===== src/rtl/shift_seq_if.sv =====
// Interface for the shift sequencer. It groups the request handshake, the
// shift-unit feed/return path and the result handshake into one bundle.
interface shift_seq_if #(
   parameter int CNT_W = 3
);
   logic             start_valid;
   logic             start_ready;
   logic [7:0]       din;
   logic             cin;
   logic [2:0]       mode;
   logic [CNT_W-1:0] count;
   logic [7:0]       sh_in;
   logic             sh_cin;
   logic [2:0]       sh_mode;
   logic [7:0]       sh_out;
   logic             sh_cout;
   logic             res_valid;
   logic             res_ready;
   logic [7:0]       dout;
   logic             cout;

   // The sequencer side.
   modport slave (
      input  start_valid, din, cin, mode, count, sh_out, sh_cout, res_ready,
      output start_ready, sh_in, sh_cin, sh_mode, res_valid, dout, cout
   );

   // The requester, consumer and shift-unit side.
   modport master (
      output start_valid, din, cin, mode, count, sh_out, sh_cout, res_ready,
      input  start_ready, sh_in, sh_cin, sh_mode, res_valid, dout, cout
   );
endinterface


===== src/rtl/shift_seq.sv =====
// Multi-step shift sequencer. It drives an external single-step shift unit
// once per clock and returns the final byte and carry over a valid/ready handshake.
module shift_seq #(
   parameter int CNT_W = 3
) (
   input  logic        clk,
   input  logic        rst,
   shift_seq_if.slave  bus
);

   typedef enum logic [1:0] {
      S_IDLE,
      S_RUN,
      S_DONE
   } state_t;

   state_t           state_q;
   logic [7:0]       acc_q;
   logic             c_q;
   logic [2:0]       mode_q;
   logic [CNT_W-1:0] rem_q;
   logic             res_valid_q;

   // NOTE: every register here uses non-blocking assignment so that all
   // state updates see the values from before the edge.
   always_ff @(posedge clk or posedge rst) begin
      if (rst) begin
         state_q     <= S_IDLE;
         acc_q       <= 8'h00;
         c_q         <= 1'b0;
         mode_q      <= 3'b000;
         rem_q       <= '0;
         res_valid_q <= 1'b0;
      end else begin
         case (state_q)
            S_IDLE: begin
               if (bus.start_valid) begin
                  acc_q  <= bus.din;
                  c_q    <= bus.cin;
                  mode_q <= bus.mode;
                  rem_q  <= bus.count;
                  if (bus.count != '0) begin
                     state_q <= S_RUN;
                  end else begin
                     state_q     <= S_DONE;
                     res_valid_q <= 1'b1;
                  end
               end
            end

            // Each cycle feeds back one step of the shift unit. The last step
            // happens when rem_q is 1, so rem_q never reaches 0 while in RUN.
            S_RUN: begin
               acc_q <= bus.sh_out;
               c_q   <= bus.sh_cout;
               rem_q <= rem_q - CNT_W'(1);
               if (rem_q == CNT_W'(1)) begin
                  state_q     <= S_DONE;
                  res_valid_q <= 1'b1;
               end
            end

            S_DONE: begin
               if (bus.res_ready) begin
                  state_q     <= S_IDLE;
                  res_valid_q <= 1'b0;
               end
            end

            default: begin
               state_q     <= S_IDLE;
               res_valid_q <= 1'b0;
            end
         endcase
      end
   end

   // The gate on rst keeps the sequencer from advertising readiness while
   // it is held in reset.
   assign bus.start_ready = (state_q == S_IDLE) && !rst;
   assign bus.res_valid   = res_valid_q;
   assign bus.dout        = acc_q;
   assign bus.cout        = c_q;
   assign bus.sh_in       = acc_q;
   assign bus.sh_cin      = c_q;
   assign bus.sh_mode     = mode_q;

endmodule


===== src/flat_wrapper.sv =====
// flat-port wrapper written by rule: the top's interface ports become plain ports
module shift_seq_flat 
#(
   parameter int CNT_W = 3
)
  (clk, rst, bus_start_valid, bus_din, bus_cin, bus_mode, bus_count, bus_sh_out, bus_sh_cout, bus_res_ready, bus_start_ready, bus_sh_in, bus_sh_cin, bus_sh_mode, bus_res_valid, bus_dout, bus_cout);
  shift_seq_if #(.CNT_W(CNT_W)) bus_i ();
  input  logic clk;
  input  logic rst;
  input wire logic [$bits(bus_i.start_valid)-1:0] bus_start_valid;
  input wire logic [$bits(bus_i.din)-1:0] bus_din;
  input wire logic [$bits(bus_i.cin)-1:0] bus_cin;
  input wire logic [$bits(bus_i.mode)-1:0] bus_mode;
  input wire logic [$bits(bus_i.count)-1:0] bus_count;
  input wire logic [$bits(bus_i.sh_out)-1:0] bus_sh_out;
  input wire logic [$bits(bus_i.sh_cout)-1:0] bus_sh_cout;
  input wire logic [$bits(bus_i.res_ready)-1:0] bus_res_ready;
  output wire logic [$bits(bus_i.start_ready)-1:0] bus_start_ready;
  output wire logic [$bits(bus_i.sh_in)-1:0] bus_sh_in;
  output wire logic [$bits(bus_i.sh_cin)-1:0] bus_sh_cin;
  output wire logic [$bits(bus_i.sh_mode)-1:0] bus_sh_mode;
  output wire logic [$bits(bus_i.res_valid)-1:0] bus_res_valid;
  output wire logic [$bits(bus_i.dout)-1:0] bus_dout;
  output wire logic [$bits(bus_i.cout)-1:0] bus_cout;
  assign bus_i.start_valid = bus_start_valid;
  assign bus_i.din = bus_din;
  assign bus_i.cin = bus_cin;
  assign bus_i.mode = bus_mode;
  assign bus_i.count = bus_count;
  assign bus_i.sh_out = bus_sh_out;
  assign bus_i.sh_cout = bus_sh_cout;
  assign bus_i.res_ready = bus_res_ready;
  assign bus_start_ready = bus_i.start_ready;
  assign bus_sh_in = bus_i.sh_in;
  assign bus_sh_cin = bus_i.sh_cin;
  assign bus_sh_mode = bus_i.sh_mode;
  assign bus_res_valid = bus_i.res_valid;
  assign bus_dout = bus_i.dout;
  assign bus_cout = bus_i.cout;
  shift_seq #(.CNT_W(CNT_W)) u_core (.clk(clk), .rst(rst), .bus(bus_i));
endmodule

===== config.mk =====
export PLATFORM = sky130hd
export DESIGN_NAME = shift_seq_flat
export DESIGN_NICKNAME = d
export VERILOG_FILES = /design/src/rtl/shift_seq_if.sv /design/src/rtl/shift_seq.sv /design/src/flat_wrapper.sv
export SDC_FILE = /design/constraint.sdc
export NUM_CORES = 1
export LEC_CHECK = 0
export BUFFER_PORTS_ARGS = -buffer_cell sky130_fd_sc_hd__buf_2
export CAP_MARGIN = 20
export CORE_MARGIN = 10
export CORE_UTILIZATION = 41
export CTS_CLUSTER_SIZE = 16
export DETAILED_ROUTE_END_ITERATION = 6
export GPL_ROUTABILITY_DRIVEN = 0
export PLACE_DENSITY = 0.8
export SYNTH_ARGS = -nofsm -noshare
export SYNTH_HDL_FRONTEND = slang
export SYNTH_SLANG_ARGS = --single-unit

===== constraint.sdc =====
create_clock -name clk -period 1.4 [get_ports clk]
set_clock_uncertainty 0.2 [all_clocks]
set_input_delay 0.35 -clock clk [delete_from_list [all_inputs] [get_ports clk]]
set_output_delay 0.35 -clock clk [all_outputs]
set_load 0.01 [all_outputs]

==> flow_summary.ini <==
[timing]
finalCritPeriodShare_pct = 117.8
worst_slack_ns = -0.2496
hold_viol = 0
setup_tns_ns = -1.753
worst_pin_slew_ns = 0.4853
max_freq_mhz = 606.2
rsz0062_at_grt = yes
maxSlewHeadroom_pct = 67.40
finalSetupViolCount = 23
final.min_clock_period_ns = 1.650
finalMaxSlewViolations = 0

[logic_synthesis]
yosys_warnings = 0
synth-seq-area-share_pct = 42.65
synth_cells = 107
avgSynthCellArea_um2 = 9.869
syn_area_um2 = 1056
ys_ff_latch = 18
syn_nets = 137
synth_cell_types = 26

[layout]
layout_commonest_cell = buf_2
nNetsFinal = 210
area_growth_pct = 55.21
drive_above_1_share_pct = 58.43
layout_common_cells = 48 x buf_2, 25 x buf_4, 18 x dfrtp_1
design_area_um2 = 1639
num_antenna_cells = 0

[floorplan]
coreArea_um2 = 2477
start_util_pct = 42.63
die_h_um = 70.75
io_pins = 51
die_area_um2 = 5006
num_rows = 18
die_w_um = 70.75

[run_status]
violations = setup timing
status = complete, but fails checks

[drt]
routed.top_layer = met4
drc = 0
wl_met2_um = 1974
totalWireLength_um = 3703
wl_met3_um = 230
vias = 1104
first_iter_violations = 104
wl_per_cell_um = 17.80
m1WireLength_um = 1457
ant_nets = 0
first_pass_iters = 4
viasPerCell = 5.308

[min_path]
hold_path.class = in2reg
worstHoldPathCells = 3

[setup_path]
cp_max_fo = 2
crit_path_start_kind = flip-flop
critical-path-top-delay-family = flip-flops
worstPathCellList = buf_6 > nor3_4 > buf_2
cp.arrival_ns = 1.10
path_buf_inv = 2
worstSetupEndpointType = output port
crit_cells = 3
cp_slowest_cell = dfrtp_1
slowest_delay_ns = 0.40
critPathKind = reg2out
cp.required_ns = 0.85
worstRegToRegCells = 4

[clock_tree]
h-tree-depth = 1
clockBufferDepth = 2
clkLatencyLatePin_ns = 0.30
clk_pin_slew_ns = 0.11
cts_buffers = 3
ctsRootBufferMaster = clkbuf_4
cts_sinks = 18
cts_tree = done

[power_and_ir_drop]
p_leak_nw = 0.8320
power.density_nw_per_um2 = 2395
vdd_drop_max_uv = 1417

[global_route]
grt-ovfl-total = 0
grt_use_total_pct = 12.87
grt_pass1_vias = 1164
grt_pass1_wl_um = 5430
antenna_found_initial = 0
grt_start_max_net_pins = 19

[place]
io_buffers = 50
postPlaceCellArea_um2 = 1328
dp_hpwl_um = 2401

[run]
max_cap_viol_count = 0
[final cells by class]
cell class | instances | area, um2
fill | 215 | 838.3
tap | 30 | 37.54
timing repair buffer | 82 | 531.8
clock buffer | 3 | 22.52
multi-input combinational | 71 | 581.8
sequential | 18 | 450.4
inverter | 4 | 15.01
[metrics by stage]
stage | utilization (%) | hold slack [ns] | power, mW | setup slack [ns] | cells
final | 66.16 | 0.07934 | 3.925 | -0.2496 | 208
after global routing | 66.16 | 0.05670 | 4.211 | -0.3241 | 208
after CTS | 61.01 | 0.06999 | 3.476 | -0.2542 | 201
after detailed placement | 53.59 | 0.2234 | 2.763 | -0.2178 | 183
after global placement | 53.59 | 0.2085 | 2.681 | -0.1182 | 183
after floorplan | - | 0.08857 | 2.311 | 0.001151 | 107
[state kept, by name (all words and copies together) (netlist names)]
signal and cells:
u_core.bus.cout 1, u_core.bus.dout 8, u_core.bus.res_valid 1, u_core.bus.sh_mode 3, u_core.rem_q 3, u_core.state_q 2
[logic make-up (layout without fill, tap and decap cells)]
family | Yosys count | after routing | synth area share (%)
fa+ha+maj | 2 | 2 | 2.369
buf+inv | 20 | 89 | 12.56
compound gates | 39 | 39 | 23.22
flops | 18 | 18 | 42.65
simple gates | 24 | 26 | 15.05
mux | 4 | 4 | 4.147
[report_power, final]
part           leakage (nW)  total, mW  switching, mW  internal [mW]
Combinational         0.601       2.69           1.26           1.43
Sequential            0.217      0.972          0.185          0.787
Clock                0.0138      0.265          0.165          0.100
Total                 0.832       3.92           1.61           2.32
[routing by layer]
metal,vias up,track usage [%]
met5,-,0
li1,515,-
met1,541,14.09
met2,42,23.24
met4,0,3.441
met3,6,4.045
[path summary, 6_finish.rpt]
check | from | endpoint | slack (ns)
min reg2reg | u_core.bus.sh_mode[0]$_DFFE_PP0P_ | u_core.bus.sh_mode[0]$_DFFE_PP0P_ | 0.32
max reg2reg | u_core.state_q[0]$_DFFE_PP0P_ | u_core.bus.sh_mode[2]$_DFFE_PP0P_ | -0.25
max in group asynchronous | rst | u_core.rem_q[1]$_DFFE_PP0P_ | 0.34
max | u_core.state_q[1]$_DFFE_PP0P_ | bus_start_ready | -0.25
min | bus_sh_out[6] | u_core.bus.dout[6]$_DFFE_PP0P_ | 0.08
min in group asynchronous | rst | u_core.bus.dout[3]$_DFFE_PP0P_ | 0.44
[worst register-to-register path, delay by kind of cell (launching register included)]
kind / cells / cell delay (ns)
AND/OR/NAND/NOR: 1 / 0.32
buffers and inverters: 2 / 0.27
multiplexers: 1 / 0.33
flip-flops: 1 / 0.42
[Yosys cell counts]
cell type | count | area, um2
nor2b_1 | 9 | 56.30
nor2_1 | 1 | 3.750
a31oi_1 | 1 | 6.260
a311oi_1 | 1 | 8.760
mux2_1 | 3 | 33.78
a2bb2oi_1 | 4 | 35.03
nand2b_1 | 4 | 25.02
o221ai_1 | 2 | 17.52
inv_1 | 4 | 15.01
buf_6 | 2 | 22.52
and3b_1 | 1 | 8.760
o21ai_0 | 10 | 50.05
and2_1 | 1 | 6.260
and2b_1 | 2 | 15.01
mux2i_1 | 1 | 10.01
o21ai_1 | 3 | 15.01
a21oi_1 | 9 | 45.04
buf_2 | 4 | 20.02
dfrtp_1 | 18 | 450.4
buf_4 | 10 | 75.07
ha_1 | 2 | 25.02
or2b_1 | 1 | 7.510
nor3_1 | 2 | 10.01
nor3b_4 | 1 | 18.77
a22oi_1 | 9 | 67.56
nand2_1 | 2 | 7.510
[timing repair]
action / CTS / global route
hold buffers: 1 / 0
gates resized for setup: 16 / 25
pin swaps: 2 / 5
setup endpoints to repair: 32 / 39
cloned: 1 / 1
setup buffers: 14 / 9
endpoints found under the hold margin: 18 / 0
(Power assumes the default switching activity.)
